`config.mk`:
```
export PLATFORM = sky130hd
export DESIGN_NAME = bp_fe_cmd_arbiter
export DESIGN_NICKNAME = d
export VERILOG_FILES = /design/src/rtl/bp_fe_cmd_arbiter.sv
export SDC_FILE = /design/constraint.sdc
export NUM_CORES = 1
export LEC_CHECK = 0
export ABC_AREA = 1
export CAP_MARGIN = 20
export CORE_MARGIN = 4
export CORE_UTILIZATION = 45
export DETAILED_ROUTE_END_ITERATION = 8
export MAX_ROUTING_LAYER = met4
export PLACE_DENSITY = 0.71
export SYNTH_ARGS = -nofsm -noshare
export SYNTH_HDL_FRONTEND = slang
export SYNTH_SLANG_ARGS = --single-unit
```
`constraint.sdc`:
```
create_clock -name clk_i -period 11.8 [get_ports clk_i]
set_input_delay 1.77 -clock clk_i [delete_from_list [all_inputs] [get_ports clk_i]]
set_output_delay 1.77 -clock clk_i [all_outputs]
set_load 0.02 [all_outputs]
```
`src/rtl/bp_fe_cmd_arbiter.sv`:
```
// bp_fe_cmd_arbiter
// Arbitrates between a single-entry redirect slot and a small attaboy FIFO,
// presenting one command at a time to the front end with valid-then-yumi.
// Redirects strictly win at every decision point, an offered command is never
// preempted, attaboys are never back-pressured (they are dropped and counted
// when the FIFO is full), and flush discards queued attaboys while keeping an
// attaboy that is already on the output.
module bp_fe_cmd_arbiter #(
  parameter int cmd_width_p   = 128,
  parameter int attaboy_els_p = 4
) (
  input  logic                   clk_i,
  input  logic                   reset_i,

  input  logic [cmd_width_p-1:0] redirect_cmd_i,
  input  logic                   redirect_v_i,
  output logic                   redirect_ready_o,

  input  logic [cmd_width_p-1:0] attaboy_cmd_i,
  input  logic                   attaboy_v_i,
  input  logic                   flush_i,

  output logic [cmd_width_p-1:0] fe_cmd_o,
  output logic                   fe_cmd_v_o,
  input  logic                   fe_cmd_yumi_i,

  output logic [7:0]             drop_count_o
);

  localparam int ptr_w_lp = (attaboy_els_p > 1) ? $clog2(attaboy_els_p) : 1;
  localparam int cnt_w_lp = ptr_w_lp + 1;
  localparam logic [cnt_w_lp-1:0] els_lp = cnt_w_lp'(attaboy_els_p);

  typedef enum logic [1:0] {
    e_idle  = 2'd0,
    e_redir = 2'd1,
    e_atta  = 2'd2
  } state_e;

  state_e                 state_r, state_n;

  logic                   redirect_full_r, redirect_full_n;
  logic [cmd_width_p-1:0] redirect_r;

  logic [cmd_width_p-1:0] mem_r [attaboy_els_p];
  logic [ptr_w_lp-1:0]    head_r, head_n;
  logic [ptr_w_lp-1:0]    tail_r, tail_n;
  logic [cnt_w_lp-1:0]    count_r, count_n;

  logic [7:0]             drop_r, drop_n;

  logic                   redir_deq, atta_deq;
  logic                   redir_enq, atta_enq, atta_drop;
  logic                   fifo_full, decide, hold_head;

  // Saturating 8-bit increment for the overflow drop counter.
  function automatic logic [7:0] sat_inc8(input logic [7:0] v);
    return (v == 8'hFF) ? v : (v + 8'd1);
  endfunction

  // Single-step modular pointer advance; depth is a power of two so the
  // natural wrap of the pointer width gives the modulo.
  function automatic logic [ptr_w_lp-1:0] ptr_inc(input logic [ptr_w_lp-1:0] p,
                                                  input logic                en);
    return p + ptr_w_lp'(en);
  endfunction

  // Handshake decode: what is consumed, captured or dropped this cycle.
  always_comb begin
    redir_deq        = (state_r == e_redir) & fe_cmd_yumi_i;
    atta_deq         = (state_r == e_atta)  & fe_cmd_yumi_i;
    redirect_ready_o = reset_i | ~redirect_full_r | redir_deq;
    redir_enq        = redirect_v_i & redirect_ready_o;
    fifo_full        = (count_r == els_lp);
    // Flush takes precedence over an incoming attaboy; that attaboy is
    // discarded silently rather than counted as an overflow drop.
    atta_enq         = attaboy_v_i & ~flush_i & (~fifo_full | atta_deq);
    atta_drop        = attaboy_v_i & ~flush_i &  fifo_full & ~atta_deq;
    // A new choice is made only when nothing is on offer or the offer is taken.
    decide           = (state_r == e_idle) | fe_cmd_yumi_i;
    // An attaboy already shown to the FE must survive a flush until consumed.
    hold_head        = (state_r == e_atta) & ~fe_cmd_yumi_i;
  end

  // Next-state contents of the redirect slot, FIFO control and arbiter state.
  always_comb begin
    redirect_full_n = redir_enq | (redirect_full_r & ~redir_deq);

    head_n  = ptr_inc(head_r, atta_deq);
    tail_n  = tail_r;
    count_n = count_r;
    if (flush_i) begin
      if (hold_head) begin
        tail_n  = ptr_inc(head_r, 1'b1);
        count_n = cnt_w_lp'(1);
      end else begin
        tail_n  = head_n;
        count_n = '0;
      end
    end else begin
      tail_n  = ptr_inc(tail_r, atta_enq);
      count_n = count_r + cnt_w_lp'(atta_enq) - cnt_w_lp'(atta_deq);
    end

    drop_n = atta_drop ? sat_inc8(drop_r) : drop_r;

    state_n = state_r;
    if (decide) begin
      if (redirect_full_n) begin
        state_n = e_redir;
      end else if (count_n != '0) begin
        state_n = e_atta;
      end else begin
        state_n = e_idle;
      end
    end
  end

  // Control registers: state, occupancy, pointers and drop counter.
  always_ff @(posedge clk_i) begin
    if (reset_i) begin
      state_r         <= e_idle;
      redirect_full_r <= 1'b0;
      head_r          <= '0;
      tail_r          <= '0;
      count_r         <= '0;
      drop_r          <= '0;
    end else begin
      state_r         <= state_n;
      redirect_full_r <= redirect_full_n;
      head_r          <= head_n;
      tail_r          <= tail_n;
      count_r         <= count_n;
      drop_r          <= drop_n;
    end
  end

  // Command storage: written only on accepted pushes, never reset.
  always_ff @(posedge clk_i) begin
    if (redir_enq & ~reset_i) begin
      redirect_r <= redirect_cmd_i;
    end
    if (atta_enq & ~reset_i) begin
      mem_r[tail_r] <= attaboy_cmd_i;
    end
  end

  // Output selection follows the registered state; idle drives zero.
  always_comb begin
    case (state_r)
      e_redir: fe_cmd_o = redirect_r;
      e_atta:  fe_cmd_o = mem_r[head_r];
      default: fe_cmd_o = '0;
    endcase
    fe_cmd_v_o   = ~reset_i & (state_r != e_idle);
    drop_count_o = drop_r;
  end

endmodule

```
==> metrics.log <==
[metrics] status: finished clean
[metrics] number of cells on the worst hold path: 2
[metrics] part of the power in combinational logic: approximately 6.7%
[metrics] die height: 252 µm
[metrics] launch point of the critical path: head_r[0]
[metrics] share of cells above drive strength 1: 16.1%
[metrics] post-route DRC violation count: 0
[metrics] Buffers & Inverters on Critical Path: 3
[metrics] pin count of the biggest net entering global routing: 112
[metrics] most common cell in the synthesized netlist: edfxtp_1
[metrics] Clock Skew: 0.0171 ns
[metrics] number of enable flip-flop cells after synthesis: 640
[metrics] mean instance size in the synthesized netlist: 12.9 µm²
[metrics] Tcrit/Tclk final: 51.8%
[metrics] capturing point of the worst reg2reg path: mem_r[3][15]
[metrics] clock power share: around two fifths
[metrics] total number of H-tree levels: 3
[metrics] Num CTS Buffers: 70
[metrics] fraction of synthesis flops using an asynchronous set or reset pin: 0%
[metrics] CTS resizes: 0
[metrics] final max-slew violation count: 0
[metrics] gate count of the mapped netlist: 2083
[metrics] launching point of the worst reg2reg path: state_r[0]
[metrics] HPWL reported at the end of detailed placement: between 30000 and 40000 µm
[metrics] met2 WL post-DR: 32900 µm
[metrics] standard cell core area: 59000 µm²
[metrics] setup repair after global routing missed its margin: no
[metrics] fill cell count: between 4000 and 5000
[metrics] most instantiated flip-flop cell in the synthesis netlist: edfxtp_1
[metrics] worst reg2reg setup slack: 7.99 ns
[metrics] initial detailed-routing violation count: 1111
[metrics] Fmax: around 160 MHz
[metrics] distinct cell type count after synthesis: 29
[metrics] count of max-cap constraint violations: 0
[metrics] Internal: 4.01 mW
[metrics] area of the die: 63600 µm²
[metrics] antenna violations before repair: 14
[metrics] worst voltage drop across the vdd grid: 0.000106 V
[metrics] WL per Instance: 19.4 µm
[metrics] setup TNS: 0 ns
[metrics] launch point of the worst hold path: redirect_full_r
[metrics] required time worst endpoint: 10.03 ns
[metrics] clock tree from TritonCTS: done
[metrics] Max Fanout on Critical Path: 68
[metrics] Multi-input gate area: 6410 µm²
[metrics] Root Buffer Master: clkbuf_16
[metrics] sinks on the clock net: 658
[metrics] number of nets in the layout: 2720
[metrics] final hold violation count: 0
[metrics] crit start category: flip-flop
[metrics] post-layout minimum cycle time: 6.11 ns
[metrics] number of detailed-route iterations in the first pass: 4
[metrics] P per Cell Area: 151 nW/µm²
[metrics] critical path's top delay family: buffers and inverters
[metrics] clk buf depth: 3
[metrics] largest stage delay on the critical path: 0.83 ns
[metrics] worst reg2reg path depth: 9
[metrics] wire length of the first global-routing pass: 95900 µm
[metrics] standard-cell rows: 89
[metrics] cell breakdown of the critical path: buf_4, buf_4, nor2_1, nor2_1, o21ai_1, o21ai_1, nand2_1, a21oi_1, clkdlybuf4s50_1
[metrics] Area contributors post-synth: edfxtp_1, o21ai_1, nand2_1
[metrics] switch share: 21.0%
[metrics] Seq. cell area: 19600 µm²
[metrics] hold bufs inserted after CTS: 0
[metrics] fin util: 56.8%
[metrics] proportion of power drawn by flip-flops and latches: 51.7%
[metrics] area overhead of the layout relative to synthesis: 24.9%
[metrics] Max-slew headroom: 27.6%
[metrics] IO Pins: 400
[metrics] via count of the first global-routing pass: roughly 17000
[metrics] insertion delay of the later-clocked pin in the worst-skew pair: 0.59 ns
[metrics] Final Routed Wirelength: 63700 µm
[metrics] width of the chip: 252 µm
[metrics] synthesized flop and latch total: 658
[metrics] total routing usage reported by global routing: between 10% and 20%
[metrics] count of buffers inserted at the top-level ports: 399
[metrics] gr ovfl total: 0
[metrics] clock slew at the register clock pins of the worst setup and hold paths: 0.06 ns
[metrics] arrival time of data at the critical path endpoint: between 4 and 5 ns
[metrics] Via-to-Cell Ratio: 5.18
[metrics] top cell type's share of synthesized area: 71.6%
[metrics] synth cell count leaders: edfxtp_1, nand2_1, o21ai_1, nor2_1, nor2_2
[metrics] final setup violation count: 0
[metrics] syn_nets: approximately 2400
[metrics] Synth Warn #: 0
[metrics] placer's final routability congestion estimate: 0.800
[metrics] total met3 wirelength after detailed routing: 3120 µm
[metrics] Slowest cell on crit path: dfxtp_4
[metrics] WS Path Type: reg2out
[metrics] Worst Setup End Kind: output pin
[metrics] Metal-1 WL: 26500 µm
[metrics] net switching power: 1.07 mW
[metrics] transition time at the pin with the least slew margin: 1.09 ns
[metrics] setup bufs post-CTS: 0
[metrics] number of nets still failing antenna checks after routing: 0
[metrics] leak pwr: 10.7 nW
[metrics] top cell type by total area after synthesis: edfxtp_1
[metrics] class of the worst hold path: reg2reg
[metrics] register area share after synthesis: 73.0%
[metrics] total via count after detailed routing: 17000
[metrics] power consumption: 5.07 mW
[metrics] hold endpoint: redirect_full_r
[metrics] initial core utilization: between 40 and 50%
[metrics] top layer in use: met4
[metrics] netlist area before placement: roughly 27000 µm²
through the flow:
stage          setup WS [ns]  hold WS (ns)  std cells  area [µm²]
2_1_floorplan          0.228         0.446       2083       26800
3_5_place_dp            6.29         0.465       3150       31300
6_report                5.69         0.476       3285       33500
5_1_grt                 5.36         0.512       3285       33500
4_1_cts                 5.65         0.473       3271       33500
3_3_place_gp            6.30         0.456       3149       31300
how the worst max path moves through the flow:
stage	slack [ns]	cells after the start	to
final	5.69	9	fe_cmd_o[32]
after global routing	5.36	9	fe_cmd_o[32]
after CTS	5.65	9	fe_cmd_o[33]
after detailed placement	6.29	7	fe_cmd_o[74]
after global placement	6.30	5	mem_r[3][15]
after floorplan	0.23	7	mem_r[0][0]
cells by family (layout without fill, tap and decap cells):
| group | count (synthesis) | count (layout) | synth area share, % |
|---|---|---|---|
| DFF | 658 | 658 | 73.0 |
| and+or+nand+nor | 724 | 724 | 11.9 |
| AOI/OAI and AO/OA | 529 | 529 | 11.1 |
| adders and majority gates | 9 | 9 | 0.448 |
| buffers and inverters | 157 | 572 | 3.31 |
| xor gates and xnor gates | 6 | 6 | 0.196 |
| other | 0 | 14 | 0 |
routing by layer:
layer | vias up | global-route usage (%)
met5 | - | -
met4 | 0 | 6.40
met3 | 78 | 3.97
met2 | 359 | 33.5
met1 | 8425 | 24.4
li1 | 8139 | -
power by group through the flow:
stage,Clock [mW],Sequential (mW),Combinational (mW)
floorplan,0,2.68,0.158
global placement,0,2.67,0.334
detailed placement,0,2.67,0.342
CTS,2.17,2.62,0.344
global route,2.26,2.62,0.368
finish,2.11,2.62,0.340
placed cells by master, fill, tap and decap left out, drive strengths merged:
master,instances
a211oi,1
ha,8
nand3,10
xor2,3
nor2,402
bufinv,7
clkdlybuf4s50,399
nand2,298
inv,30
clkinvlp,4
diode,14
clkbuf,86
edfxtp,640
a21oi,138
clkinv,22
fa,1
nand4,4
o21ai,390
nor3,8
xnor2,3
buf,24
nand3b,2
dfxtp,18
flip-flops by register name, indices dropped and copies added, names as in the netlist:
name,flops
mem_r,512
redirect_r,128
drop_count_o,8
count_r,3
head_r,2
state_r,2
tail_r,2
redirect_full_r,1
layout make-up:
class | count | area share, %
multi-input cells | 1268 | 19.1
inverters | 28 | 0.351
repair buffers | 423 | 12.5
clock inverters | 35 | 1.12
well taps | 773 | 2.89
clock buffers | 86 | 5.41
flip-flops and latches | 658 | 58.5
diodes | 14 | 0.105
worst register-to-register path: cells and delay by family, from the launching register on:
family,cells,cell delay (ns)
buffers and inverters,3,1.13
DFF,1,0.33
adders and majority gates,1,0.82
and+or+nand+nor,5,1.08
Note: power is estimated with default switching activity, not from simulation.
